**src/rtl/cga_vram_sequencer.sv**
```systemverilog
// cga_vram_sequencer
// Timing master for the CGA display datapath. It runs the 5-bit character
// clock sequence, issues the per-character strobes, and shares the single-port
// VRAM between the video fetch and a CPU req/ack port.
//
// Ports:
//   clk, reset_n            pixel clock, synchronous active-low reset
//   hres_mode, grph_mode    timing / addressing mode selects
//   video_enabled           video fetch enable
//   crtc_addr, row_addr     CRTC memory and row address
//   cpu_req/we/addr/wdata   CPU request (level) and its payload
//   cpu_ack, cpu_rdata      one-cycle completion pulse and read data
//   ram_addr/we/wdata       VRAM address and write port
//   ram_rdata               VRAM read data (one-cycle latency)
//   clk_seq                 character sequence counter
//   crtc_clk_en, vram_read_char, vram_read_att, charrom_read, disp_pipeline
//                           single-cycle character strobes
module cga_vram_sequencer #(
   parameter logic [2:0] CPU_SLOT = 3'd3
) (
   input  logic        clk,
   input  logic        reset_n,
   input  logic        hres_mode,
   input  logic        grph_mode,
   input  logic        video_enabled,
   input  logic [13:0] crtc_addr,
   input  logic [4:0]  row_addr,
   input  logic        cpu_req,
   input  logic        cpu_we,
   input  logic [13:0] cpu_addr,
   input  logic [7:0]  cpu_wdata,
   output logic        cpu_ack,
   output logic [7:0]  cpu_rdata,
   output logic [13:0] ram_addr,
   output logic        ram_we,
   output logic [7:0]  ram_wdata,
   input  logic [7:0]  ram_rdata,
   output logic [4:0]  clk_seq,
   output logic        crtc_clk_en,
   output logic        vram_read_char,
   output logic        vram_read_att,
   output logic        charrom_read,
   output logic        disp_pipeline
);

   typedef enum logic [1:0] {
      ARB_IDLE = 2'd0,
      ARB_PEND = 2'd1,
      ARB_ACK  = 2'd2
   } arb_state_t;

   arb_state_t  state_q, state_d;
   logic [4:0]  clk_seq_q, clk_seq_d;
   logic        hres_q, hres_d;
   logic        crtc_clk_en_q, crtc_clk_en_d;
   logic        vram_read_char_q, vram_read_char_d;
   logic        vram_read_att_q, vram_read_att_d;
   logic        charrom_read_q, charrom_read_d;
   logic        disp_pipeline_q, disp_pipeline_d;
   logic [13:0] ram_addr_q, ram_addr_d;
   logic        ram_we_q, ram_we_d;
   logic [7:0]  ram_wdata_q, ram_wdata_d;
   logic        cpu_ack_q, cpu_ack_d;
   logic        rd_sel_q, rd_sel_d;
   logic        cpu_we_q, cpu_we_d;
   logic [13:0] cpu_addr_q, cpu_addr_d;
   logic [7:0]  cpu_wdata_q, cpu_wdata_d;

   logic [4:0]  phase_s;
   logic [4:0]  last_s;
   logic        fetch_phase_s;
   logic        video_slot_s;
   logic        cpu_slot_s;
   logic [13:0] video_addr_s;
   logic        unused_s;

   assign unused_s = ^{crtc_addr[13], row_addr[4:1]};

   // Sequence advance and strobe decode; everything is decoded for the
   // upcoming cycle so the strobes come straight out of flops.
   always_comb begin
      clk_seq_d = clk_seq_q + 5'd1;
      // The mode only changes at the wrap so a character period is never split.
      if (clk_seq_q == 5'd31) begin
         hres_d = hres_mode;
      end else begin
         hres_d = hres_q;
      end
      if (hres_d) begin
         phase_s = {1'b0, clk_seq_d[3:0]};
         last_s  = 5'd15;
      end else begin
         phase_s = clk_seq_d;
         last_s  = 5'd31;
      end
      fetch_phase_s = (phase_s == 5'd0) || (phase_s == 5'd2);
      video_slot_s  = video_enabled && fetch_phase_s;
      // Fetch phases are handed to the CPU when video is off.
      cpu_slot_s    = (clk_seq_d[2:0] == CPU_SLOT) || (!video_enabled && fetch_phase_s);
      if (grph_mode) begin
         video_addr_s = {row_addr[0], crtc_addr[11:0], phase_s[1]};
      end else begin
         video_addr_s = {crtc_addr[12:0], phase_s[1]};
      end
      vram_read_char_d = video_enabled && (phase_s == 5'd1);
      vram_read_att_d  = video_enabled && (phase_s == 5'd3);
      charrom_read_d   = !grph_mode && (phase_s == 5'd4);
      crtc_clk_en_d    = (phase_s == (last_s - 5'd1));
      disp_pipeline_d  = (phase_s == last_s);
   end

   // CPU arbiter next state and VRAM port drive.
   always_comb begin
      state_d     = state_q;
      cpu_we_d    = cpu_we_q;
      cpu_addr_d  = cpu_addr_q;
      cpu_wdata_d = cpu_wdata_q;
      ram_addr_d  = ram_addr_q;
      ram_we_d    = 1'b0;
      ram_wdata_d = ram_wdata_q;
      cpu_ack_d   = 1'b0;
      rd_sel_d    = 1'b0;
      if (video_slot_s) begin
         ram_addr_d = video_addr_s;
      end else begin
         ram_addr_d = ram_addr_q;
      end
      case (state_q)
         ARB_IDLE: begin
            if (cpu_req) begin
               cpu_we_d    = cpu_we;
               cpu_addr_d  = cpu_addr;
               cpu_wdata_d = cpu_wdata;
               state_d     = ARB_PEND;
            end else begin
               state_d = ARB_IDLE;
            end
         end
         ARB_PEND: begin
            // Video and CPU slots never coincide, so no override is needed here.
            if (cpu_slot_s) begin
               ram_addr_d  = cpu_addr_q;
               ram_we_d    = cpu_we_q;
               ram_wdata_d = cpu_wdata_q;
               state_d     = ARB_ACK;
            end else begin
               state_d = ARB_PEND;
            end
         end
         ARB_ACK: begin
            // Ack lands in the cycle the VRAM read data appears.
            cpu_ack_d = 1'b1;
            rd_sel_d  = !cpu_we_q;
            state_d   = ARB_IDLE;
         end
         default: begin
            state_d = ARB_IDLE;
         end
      endcase
   end

   // State registers with synchronous active-low reset.
   always_ff @(posedge clk) begin
      if (!reset_n) begin
         state_q          <= ARB_IDLE;
         clk_seq_q        <= 5'd0;
         hres_q           <= 1'b0;
         crtc_clk_en_q    <= 1'b0;
         vram_read_char_q <= 1'b0;
         vram_read_att_q  <= 1'b0;
         charrom_read_q   <= 1'b0;
         disp_pipeline_q  <= 1'b0;
         ram_addr_q       <= 14'd0;
         ram_we_q         <= 1'b0;
         ram_wdata_q      <= 8'd0;
         cpu_ack_q        <= 1'b0;
         rd_sel_q         <= 1'b0;
         cpu_we_q         <= 1'b0;
         cpu_addr_q       <= 14'd0;
         cpu_wdata_q      <= 8'd0;
      end else begin
         state_q          <= state_d;
         clk_seq_q        <= clk_seq_d;
         hres_q           <= hres_d;
         crtc_clk_en_q    <= crtc_clk_en_d;
         vram_read_char_q <= vram_read_char_d;
         vram_read_att_q  <= vram_read_att_d;
         charrom_read_q   <= charrom_read_d;
         disp_pipeline_q  <= disp_pipeline_d;
         ram_addr_q       <= ram_addr_d;
         ram_we_q         <= ram_we_d;
         ram_wdata_q      <= ram_wdata_d;
         cpu_ack_q        <= cpu_ack_d;
         rd_sel_q         <= rd_sel_d;
         cpu_we_q         <= cpu_we_d;
         cpu_addr_q       <= cpu_addr_d;
         cpu_wdata_q      <= cpu_wdata_d;
      end
   end

   assign clk_seq        = clk_seq_q;
   assign crtc_clk_en    = crtc_clk_en_q;
   assign vram_read_char = vram_read_char_q;
   assign vram_read_att  = vram_read_att_q;
   assign charrom_read   = charrom_read_q;
   assign disp_pipeline  = disp_pipeline_q;
   assign ram_addr       = ram_addr_q;
   assign ram_we         = ram_we_q;
   assign ram_wdata      = ram_wdata_q;
   assign cpu_ack        = cpu_ack_q;
   // VRAM data only arrives in the ack cycle, so the read path passes through
   // a registered select; writes and idle cycles return zero.
   assign cpu_rdata      = rd_sel_q ? ram_rdata : 8'd0;

endmodule

```
**config.mk**
```make
export PLATFORM = sky130hd
export DESIGN_NAME = cga_vram_sequencer
export DESIGN_NICKNAME = d
export VERILOG_FILES = /design/src/rtl/cga_vram_sequencer.sv
export SDC_FILE = /design/constraint.sdc
export NUM_CORES = 1
export LEC_CHECK = 0
export CORE_ASPECT_RATIO = 0.8
export CORE_MARGIN = 4
export CORE_UTILIZATION = 43
export CTS_BUF_LIST = sky130_fd_sc_hd__clkbuf_16
export DETAILED_ROUTE_END_ITERATION = 10
export GPL_TIMING_DRIVEN = 0
export PLACE_DENSITY = 0.91
export SYNTH_ARGS = -nofsm -noshare
export SYNTH_HDL_FRONTEND = slang
export SYNTH_SLANG_ARGS = --single-unit
```
**constraint.sdc**
```tcl
create_clock -name clk -period 2.56 [get_ports clk]
set_input_delay 0.384 -clock clk [delete_from_list [all_inputs] [get_ports clk]]
set_output_delay 0.384 -clock clk [all_outputs]
set_load 0.01 [all_outputs]
```
==> flow_summary_export.csv <==
group,metric,value,unit
run_status,status,"finished, final reports clean",
cells_and_area,final_nets,445,
placed_design,place_ws,-136,ps
detailed_routing,vias,2405,
power,p_total,2.62,mW
worst_setup_path,cp.arrival,2610,ps
synth,syn_inst,280,
detailed_routing,drtIter0Drc,131,
clock_tree,h-tree-depth,3,
placed_design,dp_cells,450,
die,dieArea,7140,um2
worst_setup_path,start_kind,"flip-flop",
synth,async_flop_share,0,
clock_tree,cts_sinks,61,
timing,period_minus_slack,2410,ps
detailed_routing,drtPass1Iterations,4,
synth,yosysWarnings,0,
cells_and_area,seqCellArea,1230,um2
timing,period_share,0.943,
die,die_y,76.4,um
hold_path,worstHoldPathType,"flip-flop to flip-flop",
synth,synth_top_family_by_area,"simple AND/OR/NAND/NOR gates",
cells_and_area,stdcell_count,466,
global_routing,grt_max_degree,11,
cells_and_area,layout_common_cells,"92 x clkdlybuf4s50_1, 59 x dfxtp_1, 51 x nand2_1",
detailed_routing,drtAntennaViolNets,0,
clock_tree,clk_latency,320,ps
cells_and_area,drive_above_1_share,0.0773,
global_routing,gr-total-overflow,0,
synth,syn-num-nets,342,
power,irDropWorstVdd,0.448,mV
synth,synth_cell_types,35,
worst_setup_path,cp_max_fo,10,
synth,synth-simple-area-share,0.183,
clock_tree,clk_root_buffer_cell,"clkbuf_16",
worst_setup_path,worstRegToRegCells,10,
global_routing,grt_pass1_wl,11500,um
cells_and_area,multi_input_area,1210,um2
cells_and_area,num-fill-cells,401,
job,drv_cap,0,
cells_and_area,post-route-util,0.696,
die,pin_count,98,
clock_tree,post-cts-setup-buffers,0,
timing,worst_pin_slew,555,ps
timing,setup_violations,0,
synth,synth.area.mux_share,0.0642,
synth,synthAdderAreaFrac,0.0299,
worst_setup_path,required,2760,ps
worst_setup_path,crit_path_end_kind,"flip-flop",
synth,synth_area,2510,um2
hold_path,min_path_cells,2,
synth,syn_area_per_cell,8.97,um2
worst_setup_path,slowest_delay,420,ps
detailed_routing,drc,0,
timing,fin_ws,146,ps
worst_setup_path,crit_chain,"ha_4 -> and3_1 -> ha_1 -> mux2i_4 -> nand2_2 -> a32o_1 -> buf_6 -> nand2_4 -> buf_6 -> a21oi_1",
synth,synth_edf_count,0,
synth,synth-seq-area-share,0.486,
clock_tree,cts_buffers,9,
die,fp-row-count,24,
worst_setup_path,cp_top_family,"simple AND/OR/NAND/NOR gates",
timing,rsz0062_at_grt,"false",
clock_tree,clk_path_buf_depth,2,
detailed_routing,avgRoutedWirePerCell,15.8,um
worst_setup_path,crit_path_frequent_cell,"buf_6",
worst_setup_path,slowest_stage,"dfxtp_2",
global_routing,track_usage,0.203,
clock_tree,cts_tree,"done",
timing,maxSlewHeadroom,0.630,
synth,synth_xor_area_frac,0.0105,
placed_design,place_congestion,0.810,
die,start_util,0.452,
global_routing,grt_pass1_vias,2464,
synth,synth_compound_area_frac,0.176,
cells_and_area,final_common_cell,"clkdlybuf4s50_1",
worst_setup_path,path_class,"flip-flop to flip-flop",
placed_design,dp_hpwl,5110,um
timing,slew_viol_final,0,
power,powerDensity,677,nW/um2
timing,fin_skew,4.46,ps
clock_tree,clkTransAtPathRegs,50,ps
placed_design,portBuffers,92,
synth,ys_ff_latch,61,
detailed_routing,totalWireLength,7350,um
timing,fmax,414,MHz
cells_and_area,synthToLayoutAreaGrowth,53.9,%
cells_and_area,n_antenna_cell,0,
global_routing,antenna_found_initial,0,
die,dieWidth,93.5,um
worst_setup_path,path_depth,10,
detailed_routing,routed_via_density,5.16,
worst_setup_path,crit_buf_inv,2,
die,design.core.area,5560,um2
synth,synth_flop_cell,"dfxtp_1",
power,p_leak,1.52,nW
clock_tree,holdBufCountCts,0,
timing,final_hold_viol_count,0,
timing,fin_setup_tns,0,ps
==> layer usage <==
| layer | part of all wire | routed length, um | track usage | up-vias |
|---|---|---|---|---|
| li1 | - | - | - | 1175 |
| met1 | 0.41 | 3020 | 0.231 | 1097 |
| met2 | 0.48 | 3500 | 0.339 | 114 |
| met3 | 0.088 | 644 | 0.0661 | 19 |
| met4 | 0.024 | 178 | 0.0981 | 0 |
| met5 | 0 | 0 | 0 | - |
==> final timing paths <==
check	from	slack, ps	to
worst max register to register	clk_seq[1]	150	ram_addr[5]
worst max-delay path	clk_seq[1]	150	ram_addr[5]
worst min-delay path	cpu_wdata_q[5]	460	cpu_wdata_q[5]
worst min register to register	cpu_wdata_q[5]	460	cpu_wdata_q[5]
==> repair_timing <==
action                                  CTS  global route
gates resized for setup                   5             6
endpoints found under the setup margin   25            23
pin swaps                                 0             0
==> cell usage after synthesis (all sizes together), types with 2 or more instances <==
cell type	n	area (um2)
nand2	53	206
dfxtp	61	1220
clkbuf	11	41.3
o31ai	13	97.6
nor2	9	33.8
xor2	2	17.5
mux2i	15	150
and2	14	87.6
o21ai	9	45.0
nand3	9	45.0
inv	6	22.5
ha	6	75.1
nor3	4	20.0
a21oi	44	220
buf	8	61.3
==> stage by stage <==
step | hold slack [ps] | cell area, um2
after floorplan | 421 | 2510
after global placement | 444 | 3530
after detailed placement | 449 | 3530
after CTS | 457 | 3830
after global routing | 478 | 3870
final | 456 | 3870
==> worst register-to-register path, delay by kind of cell, from the launching register on <==
family / cells / cell delay [ps]
AO/OA/AOI/OAI: 2 / 380
adder cells (fa/ha/maj): 2 / 420
buffers and inverters: 2 / 310
flip-flops: 1 / 420
multiplexers: 1 / 300
AND/OR/NAND/NOR: 3 / 470
==> state kept, by name (all words and copies together) (netlist names) <==
name            cells
cpu_addr_q         14
ram_wdata           8
hres_q              1
charrom_read        1
ram_addr           14
rd_sel_q            1
cpu_we_q            1
clk_seq             5
ram_we              1
vram_read_att       1
crtc_clk_en         1
cpu_wdata_q         8
vram_read_char      1
disp_pipeline       1
state_q             2
cpu_ack             1
==> cell type report <==
class	count	area share
sequential	61	0.317
multi-input combinational	194	0.313
timing repair buffer	92	0.238
clock buffer	9	0.0582
buffer	19	0.0275
tap	78	0.0252
clock inverter	7	0.0146
inverter	6	0.00582
==> where the power goes <==
group          internal (mW)  total [mW]  switching [mW]
Clock                  0.736        1.14           0.402
Combinational          0.221       0.427           0.207
Sequential              1.01        1.05          0.0439
==> cell families after synthesis <==
| kind of cell | Yosys count |
|---|---|
| flops | 61 |
| simple gates | 96 |
| buf+inv | 25 |
| xor+xnor | 3 |
| fa+ha+maj | 6 |
| mux | 16 |
| compound gates | 73 |
(Power assumes the default switching activity.)
